--- src/rtl/chunked_adder.sv ---
// Multi-cycle wide adder: adds two WIDTH*CHUNKS-bit operands one WIDTH-bit chunk
// per clock, least-significant chunk first, with the carry held in a register.
module chunked_adder #(
    parameter int WIDTH  = 4,
    parameter int CHUNKS = 4
) (
    input  logic                      i_clk,
    input  logic                      i_rst,
    input  logic                      i_valid,
    output logic                      o_ready,
    input  logic [WIDTH*CHUNKS-1:0]   i_data0,
    input  logic [WIDTH*CHUNKS-1:0]   i_data1,
    input  logic                      i_carry,
    output logic                      o_valid,
    input  logic                      i_ready,
    output logic [WIDTH*CHUNKS-1:0]   o_sum,
    output logic                      o_carry,
    output logic                      o_busy
);
    localparam int TW = WIDTH * CHUNKS;
    localparam int IW = (CHUNKS > 1) ? $clog2(CHUNKS) : 1;
    localparam logic [IW-1:0] LAST_IDX   = IW'(CHUNKS - 1);
    localparam logic [TW-1:0] CHUNK_MASK = TW'({WIDTH{1'b1}});

    typedef enum logic [1:0] {IDLE, CALC, DONE} state_t;

    state_t           state;
    state_t           state_next;
    logic [TW-1:0]    op_a;
    logic [TW-1:0]    op_b;
    logic [TW-1:0]    work;
    logic [TW-1:0]    work_next;
    logic             carry_reg;
    logic [IW-1:0]    idx;
    logic [31:0]      shift;
    logic [WIDTH-1:0] a_chunk;
    logic [WIDTH-1:0] b_chunk;
    logic [WIDTH:0]   chunk_res;

    function automatic logic [WIDTH:0] add_chunk(input logic [WIDTH-1:0] a,
                                                 input logic [WIDTH-1:0] b,
                                                 input logic             c);
        return {1'b0, a} + {1'b0, b} + {{WIDTH{1'b0}}, c};
    endfunction

    // Handshake outputs depend on state alone, so no input reaches them combinationally.
    assign o_ready = (state == IDLE);
    assign o_valid = (state == DONE);
    assign o_busy  = (state != IDLE);

    always_comb begin
        shift     = 32'(idx) * 32'(WIDTH);
        a_chunk   = WIDTH'(op_a >> shift);
        b_chunk   = WIDTH'(op_b >> shift);
        chunk_res = add_chunk(a_chunk, b_chunk, carry_reg);
        work_next = (work & ~(CHUNK_MASK << shift)) | (TW'(chunk_res[WIDTH-1:0]) << shift);
    end

    always_comb begin
        state_next = state;
        case (state)
            IDLE:    if (i_valid) state_next = CALC;
            CALC:    if (idx == LAST_IDX) state_next = DONE;
            DONE:    if (i_ready) state_next = IDLE;
            default: state_next = IDLE;
        endcase
    end

    always_ff @(posedge i_clk) begin
        if (i_rst) begin
            state <= IDLE;
        end else begin
            state <= state_next;
        end
    end

    // The visible result only moves on the final chunk, so it holds through CALC.
    always_ff @(posedge i_clk) begin
        if (i_rst) begin
            op_a      <= '0;
            op_b      <= '0;
            work      <= '0;
            carry_reg <= 1'b0;
            idx       <= '0;
            o_sum     <= '0;
            o_carry   <= 1'b0;
        end else begin
            case (state)
                IDLE: begin
                    if (i_valid) begin
                        op_a      <= i_data0;
                        op_b      <= i_data1;
                        carry_reg <= i_carry;
                        work      <= '0;
                        idx       <= '0;
                    end
                end
                CALC: begin
                    work      <= work_next;
                    carry_reg <= chunk_res[WIDTH];
                    if (idx == LAST_IDX) begin
                        o_sum   <= work_next;
                        o_carry <= chunk_res[WIDTH];
                    end else begin
                        idx <= idx + 1'b1;
                    end
                end
                default: ;
            endcase
        end
    end
endmodule

--- config.mk ---
export PLATFORM = sky130hd
export DESIGN_NAME = chunked_adder
export DESIGN_NICKNAME = d
export VERILOG_FILES = /design/src/rtl/chunked_adder.sv
export SDC_FILE = /design/constraint.sdc
export NUM_CORES = 1
export LEC_CHECK = 0
export ABC_AREA = 1
export ABC_CLOCK_PERIOD_IN_PS = 4600
export CORE_ASPECT_RATIO = 0.5
export CORE_MARGIN = 10
export CORE_UTILIZATION = 40
export DETAILED_ROUTE_END_ITERATION = 8
export GPL_ROUTABILITY_DRIVEN = 0
export PLACE_DENSITY = 0.61
export SETUP_SLACK_MARGIN = 0.4
export SYNTH_ARGS = -nofsm -noshare
export SYNTH_HDL_FRONTEND = slang
export SYNTH_SLANG_ARGS = --single-unit
--- constraint.sdc ---
create_clock -name i_clk -period 4.6 [get_ports i_clk]
set_input_delay 0.92 -clock i_clk [delete_from_list [all_inputs] [get_ports i_clk]]
set_output_delay 0.92 -clock i_clk [all_outputs]
set_load 0.02 [all_outputs]
==> results.json, run 1 <==
{
  "drt-vias-per-instance": 4.93,
  "avgSynthCellArea_sq_um": 7.40,
  "drt_pass1_iterations": 4,
  "cts_setup_buffers": 0,
  "synth_top_cell_by_area": "dfxtp_1",
  "clockBufferDepth": 2,
  "max_stage_delay_ns": 0.84,
  "drt_iter0_drc": 172,
  "wl_mm": 7.43,
  "syn-num-nets": 446,
  "cts_hold_buffers": 0,
  "cts.reportedPaths.clkPinSlew_ns": 0.05,
  "drc": 0,
  "dieArea_sq_mm": 0.0115,
  "die_h_microns": 80.8,
  "ios": 57,
  "stdcell_area_sq_mm": 0.00380,
  "yosysWarnings": 0,
  "dpl.hpwl_mm": 5.28,
  "worstSetupPathType": "reg2reg",
  "top_regs": "o_sum: 16 flops, op_a: 16 flops, op_b: 16 flops",
  "cp.required_ns": 4.82,
  "cts.sinks": 66,
  "ctsResizeCount": 0,
  "grt_pass1_vias": 2661,
  "power_density_mw_per_mm2": 396,
  "crit_slowest_cell": "dfxtp_1",
  "grt_pass1_wl_mm": 12.4,
  "final_cell_mix": "102 x nor2_1, 66 x dfxtp_1, 61 x o21ai_0",
  "coreArea_sq_mm": 0.00727,
  "syn_area_sq_mm": 0.00296,
  "track_usage_pct": 13.2,
  "setup-tns-final_ns": 0,
  "wire_per_inst_microns": 13.7,
  "fmax_mhz": 278,
  "cts-root-buf": "clkbuf_16",
  "period_needed_ns": 3.60,
  "worstMarginPinSlew_ns": 0.806,
  "final_common_cell": "nor2_1",
  "finClkSkew_ns": 0.00320,
  "place_area_sq_mm": 0.00352,
  "maxCapViolCount": 0,
  "worst_hold_slack_ns": 0.467,
  "critPathCaptureType": "flop",
  "initial_core_util_pct": 40.7,
  "numCtsBuffers": 9,
  "syn2layout_area_growth_pct": 28.5,
  "ant_nets": 0,
  "n_antenna_cell": 0,
  "yosysTopAreaCellShare_pct": 44.6,
  "grt_max_degree": 36,
  "finalNetCount": 489,
  "numPortBuffers": 56,
  "antenna_found_initial": 0,
  "ys_seq_area_share_pct": 44.6,
  "yosysUniqueCellTypes": 29,
  "drv_slew": 0,
  "postLayoutCoreUtil_pct": 52.3,
  "synthCells": 400,
  "clk-insertion-delay-late_ns": 0.33,
  "grt-ovfl-total": 0,
  "post_route_cells_drive_above_1_share_pct": 5.58,
  "power.total_uw": 1510,
  "cp-start-kind": "flop",
  "yosys_register_bits": 66,
  "hold_class": "reg2reg",
  "die_w_microns": 142,
  "synth_area_leaders": "dfxtp_1 45%, nor2_1 13%, o21ai_0 10%, nand2_1 6.0%, a21oi_1 3.4%",
  "rows": 22,
  "leakage_uw": 0.00156,
  "hold_viol": 0,
  "outcome": "complete, no violations",
  "rsz0062_at_grt": "false",
  "cp_cell_sequence": "inv_1 > o21ai_0 > o22ai_1 > fa_1 > fa_1 > or2_2 > nand3_1 > o21ai_0 > o21bai_1 > inv_1",
  "crit_arrival_ns": 3.82,
  "slew_headroom_pct": 46.2,
  "min_period_over_period_pct": 78.3,
  "cts_tree": "yes",
  "vias": 2684,
  "setup_viol": 0,
  "htree_num_levels": 3,
  "cp_max_fo": 26,
  "irDropWorstVdd_mv": 0.202
}
==> cell families (layout without fill, tap and decap cells) <==
group | count (synthesis) | in the layout | synth area share (%)
and+or+nand+nor | 167 | 167 | 23.7
AOI/OAI and AO/OA | 111 | 111 | 20.0
DFF | 66 | 66 | 44.6
buffers and inverters | 47 | 95 | 7.35
adders and majority gates | 9 | 9 | 4.31
==> layout make-up <==
type                    count  area [sq um]
inverters                  21          81.3
flip-flops and latches     66          1320
clock inverters             2          10.0
well taps                  96           120
repair buffers             58           576
clock buffers              14           274
fillers                   734          3460
multi-input cells         287          1420
==> Yosys cell counts, drive strengths merged <==
cell type,instances
o21ai,72
nor2,105
or2,2
nand2,49
a21oi,20
fa,2
a32o,1
o21a,1
clkbuf,13
nand3,7
a22oi,1
buf,13
and2,1
ha,7
inv,21
nand4,3
a31oi,2
dfxtp,66
o21bai,6
o22ai,8
==> per-stage QoR <==
step / setup WS, ns / std cells
6_report: 0.998 / 544
2_1_floorplan: 2.06 / 400
3_5_place_dp: 1.05 / 528
5_1_grt: 0.647 / 544
4_1_cts: 1.05 / 544
3_3_place_gp: 1.23 / 528
==> critical path, delay by kind of cell, from the launching register on <==
| kind | cells | cell delay, ns |
|---|---|---|
| adder cells (fa/ha/maj) | 2 | 0.87 |
| flip-flops | 1 | 0.84 |
| AO/OA/AOI/OAI | 4 | 0.74 |
| AND/OR/NAND/NOR | 2 | 0.42 |
| buffers and inverters | 2 | 0.60 |
==> layer usage <==
metal / part of all wire (%) / global-route usage, % / vias up
li1: - / - / 1397
met1: 49 / 16.4 / 1215
met2: 44 / 20.4 / 66
met3: 6.1 / 4.77 / 6
met4: 0.69 / 6.39 / 0
met5: 0 / 0 / -
==> final timing paths <==
check           start  endpoint  slack, ns  cells past startpoint
max            idx[0]  o_sum[6]        1.0                     10
min          work[11]  work[11]       0.47                      2
max reg2reg    idx[0]  o_sum[6]        1.0                     10
min reg2reg  work[11]  work[11]       0.47                      2
==> where the power goes <==
| group | internal, uW | leakage (uW) | switching (uW) |
|---|---|---|---|
| registers | 605 | 0.000540 | 25.9 |
| clock network | 407 | 0.000143 | 229 |
| logic | 98.8 | 0.000880 | 140 |
Power figures use the tool's default switching activity.
==> run 2, diff against run 1 <==
--- a/config.mk
+++ b/config.mk
@@ -6,7 +6,7 @@
 export NUM_CORES = 1
 export LEC_CHECK = 0
 export ABC_AREA = 1
-export ABC_CLOCK_PERIOD_IN_PS = 4600
+export ABC_CLOCK_PERIOD_IN_PS = 3800
 export CORE_ASPECT_RATIO = 0.5
 export CORE_MARGIN = 10
 export CORE_UTILIZATION = 40
==> constraint.sdc (replaced) <==
create_clock -name i_clk -period 3.8 [get_ports i_clk]
set_input_delay 0.76 -clock i_clk [delete_from_list [all_inputs] [get_ports i_clk]]
set_output_delay 0.76 -clock i_clk [all_outputs]
set_load 0.02 [all_outputs]
==> run 2 against run 1 <==
  * Final cell count up 0.18%
  * Highest routed layer unchanged
  * Largest power group is now sequential cells
  * Critical path depth unchanged
  * Hold slack worse by 0.0013 ns
  * Critical path type unchanged
  * Critical endpoint is now o_sum[2]
  * Register-to-register slack better by 0.03 ns
  * Clock skew rose by 0.00066 ns
  * Via count increased by 2.2%
  * Setup slack better by 0.035 ns
  * Sequential power is 20% higher
==> results.json, run 2 (synthesized netlist as in run 1, its figures left out) <==
{
  "outcome": "complete, no violations",
  "grt_max_degree": 40,
  "clockBufferDepth": 2,
  "crit_arrival_ns": 2.99,
  "setup-tns-final_ns": 0,
  "period_needed_ns": 2.77,
  "holdPathStages": 2,
  "worstHoldStart": "work[8]",
  "top_regs": "o_sum: 16 flops, op_a: 16 flops, op_b: 16 flops",
  "setup_viol": 0,
  "dp_slack_ns": 1.07,
  "grt_pass1_vias": 2601,
  "vias": 2742,
  "cp_max_fo": 24,
  "power_density_mw_per_mm2": 469,
  "cts-root-buf": "clkbuf_16",
  "numCtsBuffers": 9,
  "drt-vias-per-instance": 5.03,
  "cts_setup_buffers": 0,
  "final_common_cell": "nor2_1",
  "drc": 0,
  "finClkSkew_ns": 0.00385,
  "critPathCaptureType": "flop",
  "worstSetupPathType": "reg2reg",
  "drt_iter0_drc": 124,
  "rr_worst_depth": 10,
  "drt_pass1_iterations": 5,
  "initial_core_util_pct": 40.7,
  "die_w_microns": 142,
  "hold_class": "reg2reg",
  "rows": 22,
  "post_route_cells_drive_above_1_share_pct": 5.35,
  "dieArea_sq_mm": 0.0115,
  "drv_slew": 0,
  "rsz0062_at_grt": "false",
  "wl_mm": 7.52,
  "fmax_mhz": 361,
  "dpl.hpwl_mm": 5.34,
  "ctsResizeCount": 0,
  "wire_per_inst_microns": 13.8,
  "track_usage_pct": 13.4,
  "cts.reportedPaths.clkPinSlew_ns": 0.05,
  "numPortBuffers": 56,
  "cts_tree": "yes",
  "syn2layout_area_growth_pct": 28.2,
  "leakage_uw": 0.00156,
  "cp.required_ns": 4.02,
  "ant_nets": 0,
  "worstMarginPinSlew_ns": 0.676,
  "cts_hold_buffers": 0,
  "final_cell_mix": "102 x nor2_1, 66 x dfxtp_1, 61 x o21ai_0",
  "holdPathEnd": "work[8]",
  "htree_num_levels": 3,
  "coreArea_sq_mm": 0.00727,
  "min_period_over_period_pct": 72.8,
  "grt_pass1_wl_mm": 12.4,
  "grt-ovfl-total": 0,
  "ios": 57,
  "irDropWorstVdd_mv": 0.266,
  "clk-insertion-delay-late_ns": 0.33,
  "rr_startpoint": "idx[0]",
  "antenna_found_initial": 0,
  "die_h_microns": 80.8,
  "cts.sinks": 66,
  "slew_headroom_pct": 54.9,
  "maxCapViolCount": 0,
  "fin_ws_ns": 1.03,
  "n_antenna_cell": 0,
  "r2r_slack_ns": 1.03,
  "finalNetCount": 492,
  "hold_viol": 0,
  "worstReg2RegEnd": "o_sum[2]",
  "cp-start-kind": "flop",
  "postLayoutCoreUtil_pct": 52.2
}
-- run 2: area by class of cell --
| type | instances | area [sq um] |
|---|---|---|
| inverter | 21 | 81.3 |
| tap | 96 | 120 |
| clock buffer | 14 | 254 |
| multi-input combinational | 287 | 1420 |
| fill | 721 | 3470 |
| timing repair buffer | 61 | 598 |
| sequential | 66 | 1320 |
-- run 2: per-stage QoR --
step | hold slack (ns) | power (uW) | std cells | instance area [sq um]
after floorplan | 0.439 | 972 | 400 | 2960
after detailed placement | 0.460 | 1070 | 531 | 3540
after global routing | 0.483 | 1880 | 545 | 3800
after global placement | 0.449 | 1060 | 531 | 3540
final | 0.466 | 1780 | 545 | 3800
after CTS | 0.468 | 1800 | 545 | 3800
-- run 2: worst max path at each step --
| stage | from | to | slack, ns | depth (start not counted) |
|---|---|---|---|---|
| final | idx[0] | o_sum[2] | 1.03 | 10 |
| after global routing | idx[0] | o_sum[10] | 0.84 | 10 |
| after CTS | idx[0] | o_sum[2] | 1.05 | 10 |
| after detailed placement | idx[0] | o_sum[2] | 1.07 | 10 |
| after global placement | idx[0] | o_sum[10] | 1.17 | 10 |
| after floorplan | idx[0] | o_sum[6] | 1.26 | 12 |
-- run 2: worst max-delay path, cell delays in order (launching register included) --
cell	delay (ns)
dfxtp_1	0.32
inv_1	0.29
o21ai_0	0.31
o22ai_1	0.12
fa_1	0.45
fa_1	0.42
or2_2	0.33
nand3_1	0.10
o21ai_0	0.12
o21bai_1	0.15
inv_1	0.05
-- run 2: power breakdown --
group	switching [uW]	internal, uW
Combinational	181	122
Clock	270	452
Sequential	22.0	733
-- run 2: layer usage --
| layer | part of all wire [%] | vias up | wire (microns) | GRT usage [%] |
|---|---|---|---|---|
| met4 | 1.7 | 0 | 130 | 5.48 |
| met3 | 7.6 | 10 | 571 | 5.36 |
| li1 | - | 1402 | - | - |
| met5 | 0 | - | 0 | 0 |
| met1 | 45 | 1251 | 3390 | 16.3 |
| met2 | 46 | 79 | 3430 | 20.8 |
